`src/rtl/cache_pkg.sv`:
```
// Shared definitions for the 2-way cache controller: geometry defaults, FSM codes, address split.
// Latency: none, declarations only.
// Backpressure: none, declarations only.
package cache_pkg;

   localparam int CACHE_IDX_W  = 4;
   localparam int CACHE_WOFF_W = 2;
   localparam int CACHE_TAG_W  = 32 - 2 - CACHE_WOFF_W - CACHE_IDX_W;

   // FSM encoding kept as plain constants so older flows can consume it
   typedef logic [1:0] state_t;
   localparam state_t ST_IDLE      = 2'd0;
   localparam state_t ST_LOOKUP    = 2'd1;
   localparam state_t ST_WRITEBACK = 2'd2;
   localparam state_t ST_REFILL    = 2'd3;

   // Address split {tag, index, word, 2'b00} for the default geometry
   function automatic logic [CACHE_TAG_W-1:0] addr_tag(input logic [31:0] addr);
      return addr[31 -: CACHE_TAG_W];
   endfunction

   function automatic logic [CACHE_IDX_W-1:0] addr_idx(input logic [31:0] addr);
      return addr[2+CACHE_WOFF_W +: CACHE_IDX_W];
   endfunction

   function automatic logic [CACHE_WOFF_W-1:0] addr_word(input logic [31:0] addr);
      return addr[2 +: CACHE_WOFF_W];
   endfunction

endpackage

```
`src/rtl/cache_tag_store.sv`:
```
// Per-way tag/valid/dirty arrays and per-set LRU bit for a 2-way cache.
// Latency: lookup is combinational on idx; updates land on the next clk edge.
// Backpressure: none; the controller serialises all updates.
module cache_tag_store
   import cache_pkg::*;
#(
   parameter int IDX_W = CACHE_IDX_W,
   parameter int TAG_W = CACHE_TAG_W
) (
   input  logic             clk,
   input  logic             rst_n,
   input  logic [IDX_W-1:0] idx,
   output logic [TAG_W-1:0] tag0,
   output logic [TAG_W-1:0] tag1,
   output logic [1:0]       valid,
   output logic [1:0]       dirty,
   output logic             lru,
   input  logic             upd_way,
   input  logic             inval,
   input  logic             fill,
   input  logic [TAG_W-1:0] fill_tag,
   input  logic             dirty_set,
   input  logic             dirty_clr,
   input  logic             lru_wr,
   input  logic             lru_val
);

   localparam int SETS = 2**IDX_W;

   logic [1:0][TAG_W-1:0] tag_mem   [SETS];
   logic [1:0]            valid_mem [SETS];
   logic [1:0]            dirty_mem [SETS];
   logic [SETS-1:0]       lru_mem;

   assign tag0  = tag_mem[idx][0];
   assign tag1  = tag_mem[idx][1];
   assign valid = valid_mem[idx];
   assign dirty = dirty_mem[idx];
   assign lru   = lru_mem[idx];

   // Array updates; a fill installs the line clean, otherwise invalidate/dirty edits apply
   always_ff @(posedge clk or negedge rst_n) begin
      if (!rst_n) begin
         for (int s = 0; s < SETS; s++) begin
            tag_mem[s]   <= '0;
            valid_mem[s] <= '0;
            dirty_mem[s] <= '0;
         end
         lru_mem <= '0;
      end else begin
         if (fill) begin
            tag_mem[idx][upd_way]   <= fill_tag;
            valid_mem[idx][upd_way] <= 1'b1;
            dirty_mem[idx][upd_way] <= 1'b0;
         end else begin
            if (inval)
               valid_mem[idx][upd_way] <= 1'b0;
            if (dirty_set)
               dirty_mem[idx][upd_way] <= 1'b1;
            else if (dirty_clr)
               dirty_mem[idx][upd_way] <= 1'b0;
         end
         if (lru_wr)
            lru_mem[idx] <= lru_val;
      end
   end

endmodule

```
`src/rtl/cache_ctrl_2way.sv`:
```
// 2-way set-associative cache control FSM: lookup, dirty writeback, refill; CACHE_STATS_EN adds hit/miss counters.
// Latency: hit answers one cycle after cpu_req is sampled; misses add a WORDS-beat refill (plus writeback if dirty) and a re-lookup.
// Backpressure: cpu_req held until cpu_ready; memory stalls by withholding mem_ack while mem_req stays high.
module cache_ctrl_2way
   import cache_pkg::*;
#(
   parameter int IDX_W  = CACHE_IDX_W,
   parameter int WOFF_W = CACHE_WOFF_W
) (
   input  logic              clk,
   input  logic              rst_n,
   input  logic              cpu_req,
   input  logic              cpu_we,
   input  logic [31:0]       cpu_addr,
   output logic              cpu_ready,
   output logic              cpu_hit,
   output logic              da_way,
   output logic [IDX_W-1:0]  da_index,
   output logic [WOFF_W-1:0] da_word,
   output logic              da_we,
   output logic              da_src,
   output logic              mem_req,
   output logic              mem_we,
   output logic [31:0]       mem_addr,
   input  logic              mem_ack
`ifdef CACHE_STATS_EN
  ,output logic [31:0]       hit_cnt,
   output logic [31:0]       miss_cnt
`endif
);

   localparam int TAG_W = 32 - 2 - WOFF_W - IDX_W;

   state_t            state;
   logic              req_we;
   logic [29:0]       req_line;
   logic              miss_flag;
   logic              victim;
   logic [WOFF_W-1:0] cnt;

   logic [TAG_W-1:0]  req_tag;
   logic [IDX_W-1:0]  req_idx;
   logic [WOFF_W-1:0] req_word;
   logic [TAG_W-1:0]  tag0, tag1, vict_tag;
   logic [1:0]        valid, dirty;
   logic              lru;
   logic              hit0, hit1, hit, hit_way, vict_pick, last;
   logic              upd_way, inval, fill, dirty_set, dirty_clr, lru_wr, lru_val;
   logic              unused_addr_lsb;

   assign unused_addr_lsb = ^cpu_addr[1:0];

   assign req_tag  = req_line[29 -: TAG_W];
   assign req_idx  = req_line[WOFF_W +: IDX_W];
   assign req_word = req_line[WOFF_W-1:0];

   assign hit0      = valid[0] && (tag0 == req_tag);
   assign hit1      = valid[1] && (tag1 == req_tag);
   assign hit       = hit0 || hit1;
   assign hit_way   = ~hit0;
   assign vict_pick = !valid[0] ? 1'b0 : (!valid[1] ? 1'b1 : lru);
   assign vict_tag  = victim ? tag1 : tag0;
   assign last      = (cnt == {WOFF_W{1'b1}});

   cache_tag_store #(.IDX_W(IDX_W), .TAG_W(TAG_W)) u_tags (
      .clk       (clk),
      .rst_n     (rst_n),
      .idx       (req_idx),
      .tag0      (tag0),
      .tag1      (tag1),
      .valid     (valid),
      .dirty     (dirty),
      .lru       (lru),
      .upd_way   (upd_way),
      .inval     (inval),
      .fill      (fill),
      .fill_tag  (req_tag),
      .dirty_set (dirty_set),
      .dirty_clr (dirty_clr),
      .lru_wr    (lru_wr),
      .lru_val   (lru_val)
   );

   // Outputs and tag-store strobes decoded from the current state; all zero in IDLE
   always_comb begin
      cpu_ready = 1'b0;
      cpu_hit   = 1'b0;
      da_way    = 1'b0;
      da_index  = '0;
      da_word   = '0;
      da_we     = 1'b0;
      da_src    = 1'b0;
      mem_req   = 1'b0;
      mem_we    = 1'b0;
      mem_addr  = '0;
      upd_way   = 1'b0;
      inval     = 1'b0;
      fill      = 1'b0;
      dirty_set = 1'b0;
      dirty_clr = 1'b0;
      lru_wr    = 1'b0;
      lru_val   = 1'b0;
      case (state)
         ST_LOOKUP: begin
            if (hit) begin
               cpu_ready = 1'b1;
               cpu_hit   = ~miss_flag;
               da_way    = hit_way;
               da_index  = req_idx;
               da_word   = req_word;
               da_we     = req_we;
               upd_way   = hit_way;
               dirty_set = req_we;
               lru_wr    = 1'b1;
               lru_val   = ~hit_way;
            end
         end
         ST_WRITEBACK: begin
            mem_req   = 1'b1;
            mem_we    = 1'b1;
            mem_addr  = {vict_tag, req_idx, cnt, 2'b00};
            da_way    = victim;
            da_index  = req_idx;
            da_word   = cnt;
            upd_way   = victim;
            dirty_clr = mem_ack && last;
         end
         ST_REFILL: begin
            mem_req  = 1'b1;
            mem_addr = {req_tag, req_idx, cnt, 2'b00};
            da_way   = victim;
            da_index = req_idx;
            da_word  = cnt;
            da_we    = mem_ack;
            da_src   = mem_ack;
            upd_way  = victim;
            fill     = mem_ack && last;
            inval    = !(mem_ack && last);
         end
         default: ;
      endcase
   end

   // Request capture, miss bookkeeping and burst word counter
   always_ff @(posedge clk or negedge rst_n) begin
      if (!rst_n) begin
         state     <= ST_IDLE;
         req_we    <= 1'b0;
         req_line  <= '0;
         miss_flag <= 1'b0;
         victim    <= 1'b0;
         cnt       <= '0;
      end else begin
         case (state)
            ST_IDLE: begin
               if (cpu_req) begin
                  req_we    <= cpu_we;
                  req_line  <= cpu_addr[31:2];
                  miss_flag <= 1'b0;
                  state     <= ST_LOOKUP;
               end
            end
            ST_LOOKUP: begin
               if (hit) begin
                  state <= ST_IDLE;
               end else begin
                  miss_flag <= 1'b1;
                  victim    <= vict_pick;
                  cnt       <= '0;
                  state     <= (valid[vict_pick] && dirty[vict_pick]) ? ST_WRITEBACK : ST_REFILL;
               end
            end
            ST_WRITEBACK: begin
               if (mem_ack) begin
                  cnt <= cnt + 1'b1;
                  if (last)
                     state <= ST_REFILL;
               end
            end
            default: begin
               if (mem_ack) begin
                  cnt <= cnt + 1'b1;
                  if (last)
                     state <= ST_LOOKUP;
               end
            end
         endcase
      end
   end

`ifdef CACHE_STATS_EN
   // Completion counters, free-running with natural 32-bit wrap
   always_ff @(posedge clk or negedge rst_n) begin
      if (!rst_n) begin
         hit_cnt  <= '0;
         miss_cnt <= '0;
      end else if (cpu_ready) begin
         if (cpu_hit)
            hit_cnt <= hit_cnt + 32'd1;
         else
            miss_cnt <= miss_cnt + 32'd1;
      end
   end
`endif

endmodule

```
`config.mk`:
```
export PLATFORM = sky130hd
export DESIGN_NAME = cache_ctrl_2way
export DESIGN_NICKNAME = d
export VERILOG_FILES = /design/src/rtl/cache_pkg.sv /design/src/rtl/cache_tag_store.sv /design/src/rtl/cache_ctrl_2way.sv
export SDC_FILE = /design/constraint.sdc
export NUM_CORES = 1
export LEC_CHECK = 0
export ABC_CLOCK_PERIOD_IN_PS = 4300
export CAP_MARGIN = 20
export CORE_UTILIZATION = 57
export DETAILED_ROUTE_END_ITERATION = 7
export PLACE_DENSITY = 0.86
export SLEW_MARGIN = 20
export SYNTH_ARGS = -nofsm -noshare
export SYNTH_HDL_FRONTEND = slang
export SYNTH_HIERARCHICAL = 1
export SYNTH_SLANG_ARGS = --single-unit
```
`constraint.sdc`:
```
create_clock -name clk -period 4.3 [get_ports clk]
set_input_delay 1.075 -clock clk [delete_from_list [all_inputs] [get_ports clk]]
set_output_delay 1.075 -clock clk [all_outputs]
set_load 0.02 [all_outputs]
```
==> flow_metrics.tcl <==
set metrics [dict create \
    first_pass_iters 6 \
    nFillCells 3961 \
    endpoint_kind "output pin" \
    drt_iter0_markers 3948 \
    critPathMaxStageDelay_ns 0.51 \
    clk_latency_ns 0.70 \
    path_clk_slew_ns 0.07 \
    ys.warnings.count 6 \
    overflow 0 \
    synth_top_cell_area_share_pct 53.3 \
    routed_wirelength_um 138000 \
    nets 3158 \
    design_area_um2 51000 \
    num_vias 29400 \
    crit_chain "buf_12, buf_12, mux4_2, a22oi_1, nand2_2, xnor2_4, buf_4, buf_4, nand4_1, nor4_4, a22oi_2, o32ai_1, buf_2" \
    slowest_stage "mux4_2" \
    multi_input_area_um2 19100 \
    synth-edff-count 0 \
    wl_per_cell_um 33.4 \
    synth_top_area_cell "dfrtp_1" \
    drv_cap 0 \
    status "finished with violations" \
    die_h_um 272 \
    period_needed_ns 5.45 \
    cts_root_buffer "clkbuf_16" \
    syn_area_per_cell_um2 14.9 \
    hold_viol_final 0 \
    fin_skew_ns 0.0418 \
    rsz0062_at_grt "true" \
    dpl_cell_area_um2 45800 \
    synthFlopType "dfrtp_1" \
    synthesis.area_um2 41500 \
    vias_per_cell 7.12 \
    die_w_um 272 \
    path_class "reg -> out" \
    grt_max_degree 116 \
    drtAntennaViolNets 0 \
    slew_headroom_pct 32.2 \
    fin_ws_ns -1.15 \
    clkSinkCount 885 \
    critPathLaunchType "flop" \
    utilization_pct 71.1 \
    ctsHoldBuffers 0 \
    synthTopCellsByArea "dfrtp_1 (53%), mux2_2 (22%), mux4_2 (12%)" \
    leakage_uw 0.0243 \
    syn_to_final_growth_pct 22.8 \
    cellPowerDensity_nw_per_um2 542 \
    io_buffers 77 \
    clock.fmax_ghz 0.183 \
    violations "setup timing" \
    cts-htree-levels 3 \
    grt_pass1_vias 30900 \
    cts_made_buffers 88 \
    seqCellArea_um2 22200 \
    ys_seq_elements 885 \
    drive_above_1_share_pct 55.4 \
    track_usage_pct 36.1 \
    hp-class "in -> async" \
    syn_inst 2795 \
    cp_max_fo 7 \
    drc_errors 0 \
    gp_congestion 0.896 \
    cp.required_ns 3.22 \
    period_share_pct 127 \
    dp_hpwl_um 74300 \
    dieArea_um2 73900 \
    yosysMostFrequentCell "dfrtp_1" \
    cts_max_path_buffers 3 \
    grt_pass1_wl_um 197000 \
    slew_viol_final 0 \
    ir_drop_v 0.000480 \
    ios 82 \
    ys_seq_area_share_pct 53.3 \
    cts_tree "built" \
    synth.distinct_cells 63 \
    synth_commonest_cells "dfrtp_1 (885), mux2_2 (801), mux4_2 (212)" \
    start_util_pct 57.9 \
    setup_viol 870 \
    whs_ns 0.489 \
    fp-row-count 98 \
    worst_pin_slew_ns 1.02 \
    async_flop_share_pct 100 \
    core_area_um2 71700 \
    antenna_found_initial 1 \
    arrival_ns 4.38 \
]
sequential cells by signal, summed over array words and instances (netlist names), named ones only:
name and flops:
cnt 2, miss_flag 1, req_line 30, req_we 1, state 2, u_tags/lru_mem 16, u_tags/tag_mem 768, victim 1
layout by cell type, fill, tap and decap left out, drive strengths merged, types with 52 or more instances in the layout:
master,count
clkdlybuf4s50,56
clkbuf,130
o21ai,80
mux4,212
nand2,110
o31ai,52
buf,425
mux2,816
a22oi,108
dfrtp,885
cells by family after synthesis:
logic type / Yosys count / synth area share, %
multiplexers: 1054 / 34.3
flip-flops: 885 / 53.3
buffers and inverters: 276 / 3.32
AO/OA/AOI/OAI: 264 / 4.28
AND/OR/NAND/NOR: 261 / 3.59
XOR/XNOR: 48 / 1.01
adder cells (fa/ha/maj): 6 / 0.181
other: 1 / 0.00903
area by class of cell:
cell class                 count  area share (%)
sequential                   885            43.5
multi-input combinational   1635            37.5
timing repair buffer         493            11.0
clock buffer                 127            4.96
tap                          950            2.33
clock inverter                27           0.611
inverter                      12          0.0883
antenna                        2         0.00982
per-stage QoR:
step / setup TNS [ns] / setup WS, ns / instances / total power [µW]
6_report: -669.11 / -1.15 / 4131 / 27600
5_1_grt: -686.27 / -1.18 / 4129 / 28300
4_1_cts: -278.96 / -0.807 / 4100 / 26600
3_5_place_dp: -552.69 / -0.954 / 3876 / 18100
3_3_place_gp: -437.77 / -0.847 / 3876 / 17800
2_1_floorplan: 0 / 0.00329 / 2796 / 14300
what timing repair did:
action	in CTS	in global routing
pin swaps	53	36
setup endpoints to repair	870	875
cloned	10	2
gates resized for setup	294	67
setup buffers	60	28
report_power, final:
group | internal, µW | leakage [µW] | switching (µW) | total, µW
combinational | 4190 | 0.0106 | 6110 | 10300
clock | 4390 | 0.00140 | 3410 | 7800
sequential | 8890 | 0.0123 | 634 | 9520
worst max-delay path: cells and delay by family, from the launching register on:
kind                   cells  cell delay, ns
flip-flops                 1            0.45
XOR/XNOR                   1            0.24
AO/OA/AOI/OAI              3            0.69
multiplexers               1            0.51
buffers and inverters      5            0.80
AND/OR/NAND/NOR            3            0.98
final timing paths:
kind,slack (ns),endpoint,start,depth (start not counted)
min in group clk,0.49,flop,flop,2
worst min register to register,0.49,flop,flop,2
worst min-delay path,0.49,u_tags/tag_mem[352]$_DFFE_PN0P_,rst_n,1
worst max-delay path,-1.15,da_word[1],req_line[2]$_DFFE_PN0P_,13
max in group asynchronous,2.59,u_tags/tag_mem[716]$_DFFE_PN0P_,rst_n,3
worst max register to register,-0.99,u_tags/tag_mem[177]$_DFFE_PN0P_,req_line[2]$_DFFE_PN0P_,20
metal layers:
| metal | global-route usage (%) | share of wire, % | vias to the layer above |
|---|---|---|---|
| li1 | - | - | 11100 |
| met1 | 44.0 | 34 | 15200 |
| met2 | 55.8 | 47 | 2373 |
| met3 | 11.4 | 11 | 800 |
| met4 | 23.6 | 7.6 | 0 |
| met5 | 0.128 | 0 | - |
Note: power is estimated with default switching activity, not from simulation.
==> patch (same flow settings) <==
Change the package constant `CACHE_IDX_W` from 4 to 3.
--- a/src/rtl/cache_pkg.sv
+++ b/src/rtl/cache_pkg.sv
@@ -5,3 +5,3 @@
 
-   localparam int CACHE_IDX_W  = 4;
+   localparam int CACHE_IDX_W  = 3;
    localparam int CACHE_WOFF_W = 2;
Ports: changed (resized da_index); port bits go from 82 to 81. The function was not compared with the original's and may differ.
==> patch against the unedited design <==
The flow still finishes with violations (setup timing). Die area shrank 44%. Design area decreased by 42%. Power fell by 40%. Global-route usage decreased by 0.51 points. Combinational power shrank 39%. Setup slack got worse by 0.13 ns. Routed wire length fell by 42%. Sequential cell count fell by 408. Area after synthesis decreased by 44%. Synthesized cell count shrank 40%. Sequential power shrank 41%. Maximum frequency fell by 2.4%. Largest power group unchanged.
==> patch: results (changes against the unedited design) <==
Pwr
  – Logic pwr share: 0.384 (was 0.373)
  – Leakage: 14.4 nW (was 24.3 nW)
  – Reg power frac: 0.340 (was 0.345)
  – Psw: 6.06 mW (was 10.2 mW)

GRT
  – First-pass GRT wire length: 109000 um (was 197000 um)
  – Vias in the first global route: 17700 (was 30900)
  – GRT Total Usage: 0.356 (was 0.361)

STA
  – Setup slack after layout: -1.28 ns (was -1.15 ns)
  – Setup Total Neg Slack: -384.46 ns (was -669.11 ns)
  – Final setup viols: 467 (was 870)

Run status
  – Failing checks: setup timing (unchanged)
  – Status: finished, violations left (unchanged)

Worst setup path
  – Slowest CP cell: xnor2_1 (was mux4_2)
  – CP peak stage delay: 0.57 ns (was 0.51 ns)
  – R2R setup slack: -1.04 ns (was -0.99 ns)
  – WP data arrival: 4.51 ns (was 4.38 ns)
  – RR Endpoint: u_tags/tag_mem[24] (was u_tags/tag_mem[177])

Clock network
  – Clock latency on the worst-skew pair: 0.62 ns (was 0.70 ns)
  – Cts bufs inserted: 50 (was 88)
  – H-tree levels: 2 (was 3)

Cells and area
  – Share of cells above drive strength 1: 0.498 (was 0.554)
  – Final nets: 2015 (was 3158)
  – Top flop regs: u_tags/tag_mem (400), req_line (30), u_tags/lru_mem (8) (was u_tags/tag_mem (768), req_line (30), u_tags/lru_mem (16))
  – Fill count: 2175 (was 3961)

Route
  – DR iter-0 viols: 2274 (was 3948)
  – Drt wl/cell: 31.4 um (was 33.4 um)
  – DRT Pass-1 Iters: 7 (was 6)

Placed design
  – Global placer's final weighted congestion: 0.910 (was 0.896)
  – HPWL reported at the end of detailed placement: 39800 um (was 74300 um)
  – Worst slack, placed: -0.429 ns (was -0.954 ns)

Synth
  – Count of distinct cell types in the synthesized netlist: 68 (was 63)
  – Commonest cells in the netlist: 477 x dfrtp_1, 398 x mux2_2, 190 x nand2_1 (was 885 x dfrtp_1, 801 x mux2_2, 212 x mux4_2)
-- patch: changes by cell type after synthesis, moves of 14 or more --
cell and delta:
buf_4 -22, mux2_4 +38, a22oi_1 -94, o31ai_1 -49, nand3_1 -14, buf_2 -46
clkbuf_1 -67, mux4_2 -116, dfrtp_1 -408, mux2_2 -403, nand2_1 +87
-- patch: kinds of logic after synthesis --
kind of cell	count (synthesis)	synth area share
multiplexers	578	0.330
flip-flops	477	0.513
AND/OR/NAND/NOR	287	0.0604
buffers and inverters	147	0.0343
AO/OA/AOI/OAI	140	0.0401
XOR/XNOR	49	0.0184
adder cells (fa/ha/maj)	6	0.00323
other	1	0.000161
-- patch: worst register-to-register path: stages (launching register included) --
cell       delay (ns)
dfrtp_4          0.48
buf_12           0.17
buf_6            0.20
mux4_2           0.54
nand2_1          0.10
nand2_1          0.10
xnor2_1          0.57
o2111ai_2        0.34
nor4_4           0.55
buf_4            0.23
and3_4           0.18
a22oi_2          0.07
nor2_2           0.17
buf_4            0.14
buf_6            0.11
buf_12           0.14
buf_8            0.14
and4b_2          0.28
nand2_8          0.16
clkbuf_16        0.21
mux2_2           0.35
-- patch: timing repair --
action / in CTS / in global routing
pin swaps: 30 / 27
setup endpoints to repair: 375 / 466
buffers inserted: 47 / 19
cloned: 9 / 7
resized for setup: 194 / 77
-- patch: how the worst min path moves through the flow --
stage / slack, ns / end / from / cells after the start
3_5_place_dp: 0.48 / u_tags/tag_mem[377] / u_tags/tag_mem[377] / 1
2_1_floorplan: 0.45 / flop / flop / 1
4_1_cts: 0.43 / u_tags/tag_mem[147] / rst_n / 1
3_3_place_gp: 0.46 / flop / flop / 1
6_report: 0.40 / u_tags/tag_mem[47] / rst_n / 1
5_1_grt: 0.43 / u_tags/tag_mem[47] / rst_n / 1
-- patch: cell type report --
| type | count | area, um^2 | share of cell area |
|---|---|---|---|
| clock buffers | 69 | 1430 | 0.0486 |
| repair buffers | 364 | 3980 | 0.135 |
| well taps | 525 | 657 | 0.0223 |
| flip-flops and latches | 477 | 11900 | 0.405 |
| multi-input cells | 1062 | 11200 | 0.379 |
| clock inverters | 19 | 243 | 0.00823 |
| inverters | 17 | 63.8 | 0.00216 |
| diodes | 1 | 2.50 | 0.0000848 |
-- patch: stage by stage --
step                      power, mW  hold slack (ns)  cell area (um^2)  std cells  utilization
final                          16.5            0.401             29500       2534        0.737
after detailed placement       10.7            0.481             26000       2370        0.651
after global placement         10.6            0.464             26000       2370        0.651
after CTS                      15.8            0.425             28800       2510        0.721
after global routing           16.8            0.428             29500       2533        0.737
after floorplan                8.36            0.450             23300       1686            -
-- patch: metal layers --
layer,global-route usage,vias to the layer above,wire (um)
met3,0.102,466,9550
met5,0,-,66
met1,0.438,8725,27200
li1,-,6668,-
met4,0.224,4,6710
met2,0.556,1409,36100
